[config.mk]
export PLATFORM = sky130hd
export DESIGN_NAME = sd_pattern_tx
export DESIGN_NICKNAME = d
export VERILOG_FILES = /design/src/rtl/sd_pattern_tx.sv
export SDC_FILE = /design/constraint.sdc
export NUM_CORES = 1
export LEC_CHECK = 0
export CAP_MARGIN = 25
export CORE_MARGIN = 3
export CORE_UTILIZATION = 35
export DETAILED_ROUTE_END_ITERATION = 10
export HOLD_SLACK_MARGIN = 0.06
export PLACE_DENSITY = 0.52
export SLEW_MARGIN = 15
export SYNTH_ARGS = -nofsm -noshare
export SYNTH_HDL_FRONTEND = slang
export SYNTH_SLANG_ARGS = --single-unit
[constraint.sdc]
create_clock -name clk -period 2.8 [get_ports clk]
set_input_delay 0.42 -clock clk [delete_from_list [all_inputs] [get_ports clk]]
set_output_delay 0.42 -clock clk [all_outputs]
set_load 0.005 [all_outputs]
[src/rtl/sd_pattern_tx.sv]
// sd_pattern_tx: serialises a fixed or runtime pattern MSB first, repeated with optional zero gaps.
module sd_pattern_tx #(
  parameter int PAT_W = 6,
  parameter logic [PAT_W-1:0] PATTERN = 6'b110011,
  parameter int CNT_W = 4
) (
  input  logic             clk,
  input  logic             reset,
  input  logic             start,
  input  logic             use_pat_in,
  input  logic [PAT_W-1:0] pat_in,
  input  logic [CNT_W-1:0] repeat_n,
  input  logic [CNT_W-1:0] gap,
  output logic             ready,
  output logic             out,
  output logic             out_valid,
  output logic             done
);
  localparam int IW = PAT_W > 1 ? $clog2(PAT_W) : 1;
  localparam logic [IW-1:0] TOP = IW'(PAT_W - 1);
  typedef enum logic [1:0] {IDLE, SEND, GAP, DONE} state_t;
  state_t state_q, state_d;
  logic [IW-1:0] idx_q, idx_d;
  logic [CNT_W-1:0] rep_q, rep_d, gl_q, gl_d, gcnt_q, gcnt_d;
  logic [PAT_W-1:0] pat_q, pat_d, sel;
  logic out_q, out_d, valid_q, valid_d, done_q, done_d, ready_q, ready_d;
  assign sel = use_pat_in ? pat_in : PATTERN;
  // rep_q counts repetitions still to send, including the one in flight
  always_comb begin
    state_d = state_q;
    idx_d = idx_q;
    rep_d = rep_q;
    gl_d = gl_q;
    gcnt_d = gcnt_q;
    pat_d = pat_q;
    out_d = out_q;
    valid_d = valid_q;
    done_d = 1'b0;
    ready_d = ready_q;
    unique case (state_q)
      IDLE: if (start) begin
        state_d = SEND;
        pat_d = sel;
        rep_d = repeat_n == '0 ? CNT_W'(1) : repeat_n;
        gl_d = gap;
        idx_d = TOP;
        out_d = sel[PAT_W-1];
        valid_d = 1'b1;
        ready_d = 1'b0;
      end
      SEND: if (idx_q != '0) begin
        idx_d = idx_q - IW'(1);
        out_d = pat_q[idx_q - IW'(1)];
      end else if (rep_q > CNT_W'(1)) begin
        rep_d = rep_q - CNT_W'(1);
        state_d = gl_q != '0 ? GAP : SEND;
        gcnt_d = gl_q - CNT_W'(1);
        idx_d = TOP;
        out_d = gl_q != '0 ? 1'b0 : pat_q[PAT_W-1];
      end else begin
        state_d = DONE;
        out_d = 1'b0;
        valid_d = 1'b0;
        done_d = 1'b1;
      end
      GAP: if (gcnt_q == '0) begin
        state_d = SEND;
        idx_d = TOP;
        out_d = pat_q[PAT_W-1];
      end else gcnt_d = gcnt_q - CNT_W'(1);
      default: begin
        state_d = IDLE;
        ready_d = 1'b1;
      end
    endcase
  end
  always_ff @(posedge clk) begin
    if (reset) begin
      state_q <= IDLE;
      idx_q <= '0;
      rep_q <= '0;
      gl_q <= '0;
      gcnt_q <= '0;
      pat_q <= '0;
      out_q <= 1'b0;
      valid_q <= 1'b0;
      done_q <= 1'b0;
      ready_q <= 1'b1;
    end else begin
      state_q <= state_d;
      idx_q <= idx_d;
      rep_q <= rep_d;
      gl_q <= gl_d;
      gcnt_q <= gcnt_d;
      pat_q <= pat_d;
      out_q <= out_d;
      valid_q <= valid_d;
      done_q <= done_d;
      ready_q <= ready_d;
    end
  end
  assign ready = ready_q;
  assign out = out_q;
  assign out_valid = valid_q;
  assign done = done_q;
endmodule

==> results.toml <==
[run_status]
status = "complete, no violations"

[layout]
diodes = 0
syn2layout_area_growth_pct = 18.4
final_util = 0.450
n_fill_cell = 419
final_common_cell = "dfxtp_1"
nNetsFinal = 237
layout-drive-gt1-share = 0.0673
ff_latch_area_um2 = 541
most-common-layout-cells = "dfxtp_1, clkdlybuf4s50_1, nor2_1, nand2_1, a21oi_1"
multi_input_area_um2 = 986

[sta]
timing.final.hold_violations = 0
tns_ps = 0
skew_ps = 1.08
hold-worst-slack_ps = 461
worst_slew_pin_slew_ps = 571
fin_crit_sh = 0.766
fin_ws_ps = 656
setup_viol = 0
rsz0062_at_grt = "no"
fmaxAchievable_ghz = 0.466
min_period_ps = 2140
slew_violations = 0
slew_headroom = 0.619

[clock_network]
clockRootBuffer = "clkbuf_8"
insertion_delay_ps = 270
cts.sinks = 27
post_cts_buffers = 0
h-tree-depth = 1
numCtsBuffers = 3
path_clk_slew_ps = 100
cts_tree = "done"
cts-hold-fix-buffers = 0
cts.repair.resized = 0
cts_buffer_depth = 2

[detailed_routing]
drc = 0
drtIter0Drc = 82
detail-route-antenna-nets = 0
viasPerCell = 5.42
drtPass1Iterations = 4
vias = 1398
wire_per_inst_um = 14.4
wl_mm = 3.72

[synth]
syn_inst = 189
ys_types = 47
synth_edf_count = 0
synth_ff_type = "dfxtp_1"
syn_nets = 217
yosys_warnings = 0
mappedNetlistArea_um2 = 1600
synth-async-reset-ratio = 0
ys_seq_area_frac = 0.339
synth-seq-cells = 27
postSynthAreaPerCell_um2 = 8.44

[worst_setup_path]
endpoint = "gcnt_q[2]$_SDFFE_PP0P_"
cp_slowest_cell = "ha_1"
start_kind = "flop"
reg2reg_depth = 9
worstPathArrival_ps = 2360
path_buf_inv = 1
worstPathCellList = "inv_1 -> ha_1 -> mux2i_1 -> ha_1 -> xnor2_1 -> nor2_1 -> a21oi_1 -> or3_1 -> a21oi_1"
reg2reg_to = "gcnt_q[2]$_SDFFE_PP0P_"
path_max_fanout = 13
r2r_slack_ps = 660
critPathTopFamily = "adder cells"
startpoint = "state_q[0]$_SDFFE_PP0P_"
worstSetupEndpointType = "flop"
critical_path_class = "reg -> reg"
required_ps = 3020
cp.depth = 9
cpPeakStageDelay_ps = 480
r2r-start = "state_q[0]$_SDFFE_PP0P_"

[placement]
dp_slack_ps = 674
gp_congestion = 0.755
port_buffers = 21
place_hpwl_mm = 2.87

[floorplanning]
die_w_um = 73.5
rows = 23
ios = 22
fp.dieH_um = 73.5
core_area_um2 = 4200
start_util = 0.380
floorplan.die_area_um2 = 5400

[global_route]
grt-ovfl-total = 0
grt_pass1_vias = 1307
grt_pass1_wl_mm = 6.04
antenna_found_initial = 0
grtUsageTotal = 0.144
grt_start_max_net_pins = 19

[hold_path]
holdCritPathClass = "reg -> reg"

[power_and_ir_drop]
p_total_mw = 1.84
ir_worst_vdd_mv = 0.368
power.leakage_nw = 0.709
power.density_nw_per_um2 = 973

[job]
maxCapViolations = 0
[report_power, final]
part           internal (mW)  switching (mW)  total [mW]
registers              0.505           0.137       0.642
logic                  0.430           0.535       0.965
clock network          0.101           0.130       0.231
total                   1.04           0.802        1.84
[cell type report]
type,count,area share
tap,50,0.0331
multi-input combinational,146,0.522
inverter,9,0.0179
sequential,27,0.286
timing repair buffer,22,0.115
clock buffer,3,0.0219
clock inverter,1,0.00397
[layer usage]
layer | up-vias | track usage | wire [um]
met5 | - | 0 | 0
met3 | 2 | 0.0342 | 99
met1 | 656 | 0.186 | 1760
li1 | 721 | - | -
met4 | 0 | 0.0241 | 20
met2 | 19 | 0.245 | 1840
[sequential cells by signal, indices dropped and copies added, names as in the netlist]
signal and cells:
gcnt_q 4, pat_q 6, rep_q 4, done 1
state_q 2, out 1, idx_q 3, gl_q 4
ready 1, out_valid 1
[worst min-delay path by stage]
stage,from,cells past startpoint,endpoint
CTS,pat_q[2]$_SDFFE_PP0P_,2,pat_q[2]$_SDFFE_PP0P_
finish,pat_q[2]$_SDFFE_PP0P_,2,pat_q[2]$_SDFFE_PP0P_
global route,pat_q[2]$_SDFFE_PP0P_,2,pat_q[2]$_SDFFE_PP0P_
floorplan,pat_q[2]$_SDFFE_PP0P_,2,pat_q[2]$_SDFFE_PP0P_
global placement,pat_q[2]$_SDFFE_PP0P_,2,pat_q[2]$_SDFFE_PP0P_
detailed placement,pat_q[2]$_SDFFE_PP0P_,2,pat_q[2]$_SDFFE_PP0P_
[synthesized netlist by cell type, types with 4 or more instances]
| cell type | count | area (um^2) |
|---|---|---|
| nor4_1 | 4 | 25.0 |
| inv_1 | 8 | 30.0 |
| nand2_1 | 17 | 63.8 |
| nand3_1 | 6 | 30.0 |
| a211oi_1 | 4 | 30.0 |
| mux2i_1 | 5 | 50.1 |
| ha_1 | 10 | 125 |
| o21ai_0 | 5 | 25.0 |
| dfxtp_1 | 27 | 541 |
| clkbuf_1 | 4 | 15.0 |
| nor3_1 | 8 | 40.0 |
| nor3b_1 | 4 | 30.0 |
| nor2_1 | 17 | 63.8 |
| a21oi_1 | 17 | 85.1 |
| nand2b_1 | 8 | 50.1 |
[worst register-to-register path: stages, from the launching register on]
cell,delay (ps)
dfxtp_1,370
inv_1,100
ha_1,480
mux2i_1,280
ha_1,250
xnor2_1,80
nor2_1,90
a21oi_1,40
or3_1,300
a21oi_1,110
[stage by stage]
step,std cells,instance area [um^2]
2_1_floorplan,189,1600
3_3_place_gp,254,1840
3_5_place_dp,254,1840
4_1_cts,258,1890
5_1_grt,258,1890
6_report,258,1890
[cell families after synthesis]
| logic type | count (synthesis) | share of synthesized area |
|---|---|---|
| simple gates | 77 | 0.255 |
| compound gates | 49 | 0.214 |
| flops | 27 | 0.339 |
| buf+inv | 16 | 0.0431 |
| fa+ha+maj | 10 | 0.0784 |
| mux | 8 | 0.0596 |
| xor+xnor | 2 | 0.0110 |
Power figures use the tool's default switching activity.
==> RTL edit (same settings) <==
Change the parameter `CNT_W` from 4 to 6.
--- a/src/rtl/sd_pattern_tx.sv
+++ b/src/rtl/sd_pattern_tx.sv
@@ -2,7 +2,7 @@
 module sd_pattern_tx #(
   parameter int PAT_W = 6,
   parameter logic [PAT_W-1:0] PATTERN = 6'b110011,
-  parameter int CNT_W = 4
+  parameter int CNT_W = 6
 ) (
   input  logic             clk,
   input  logic             reset,
Ports: changed (resized gap and repeat_n); port bits go from 22 to 26. No check against the original RTL was run, so the function may have changed too.
==> RTL edit against the unedited design <==
- sequential cell count rose by 6
- sequential power rose by 21%
- total power rose by 38%
- clock power rose by 110%
- design area rose by 29%
- routed wire length rose by 28%
- area after synthesis rose by 25%
- final cell count rose by 33%
- worst setup slack got worse by 0.15 ns
- critical path type unchanged
- highest routed layer unchanged
==> RTL edit: results (changes against the unedited design) <==
[status]
status = finished, final reports clean  ; unchanged

[synthesis]
yosys-mux-area-fraction = 0.0307  ; was 0.0596
syn-num-nets = 278  ; was 217
synth_xor_area_frac = 0.00438  ; was 0.0110
synth_compound_area_frac = 0.248  ; was 0.214
synthAdderAreaFrac = 0.0626  ; was 0.0784

[finish]
layout.nets = 303  ; was 237
drive_gt1_frac = 0.107  ; was 0.0673
postLayoutCoreUtil = 0.459  ; was 0.450
nFillCells = 556  ; was 419

[place]
place_inst = 334  ; was 254
dp_slack_ns = 0.513  ; was 0.674 ns
placed_cell_area_sq_um = 2310  ; was 1840 sq um
portBuffers = 25  ; was 21

[clock_tree]
cts_max_level = 2  ; was 1
clkTransAtPathRegs_ns = 0.07  ; was 0.10 ns

[pwr]
p_sw_uw = 1090  ; was 802 uW
power_frac_clock = 0.190  ; was 0.126

[global_routing]
track_usage = 0.159  ; was 0.144
grt_max_degree = 17  ; was 19

[drt]
drt_iter0_drc = 78  ; was 82
wirelength_microns = 4760  ; was 3720 microns
vias = 1812  ; was 1398

[sta]
finClkSkew_ns = 0.00159  ; was 0.00108 ns

[setup_path]
cp_slowest_stage_delay_ns = 0.53  ; was 0.48 ns

==> RTL edit: per-layer routing <==
metal,vias up,wire (microns),track usage
li1,940,-,-
met3,7,215,0.0362
met1,830,2460,0.223
met5,-,0,0
met4,0,64,0.0498
met2,35,2020,0.240
==> RTL edit: worst paths after layout <==
check,slack (ns),to,cells after the start
setup / recovery,0.51,gcnt_q[4],7
hold / removal,0.46,pat_q[2],2
setup reg to reg,0.51,gcnt_q[4],7
hold reg to reg,0.46,pat_q[2],2
==> RTL edit: area by class of cell <==
type,instances,area share
repair buffers,28,0.112
well taps,70,0.0360
clock inverters,2,0.0154
multi-input cells,190,0.511
clock buffers,6,0.0339
flip-flops and latches,33,0.271
inverters,13,0.0200
==> RTL edit: through the flow <==
step	power, uW	hold slack (ns)
after floorplan	1760	0.427
after global placement	2080	0.440
after detailed placement	2070	0.445
after CTS	2560	0.456
after global routing	2770	0.473
final	2540	0.455
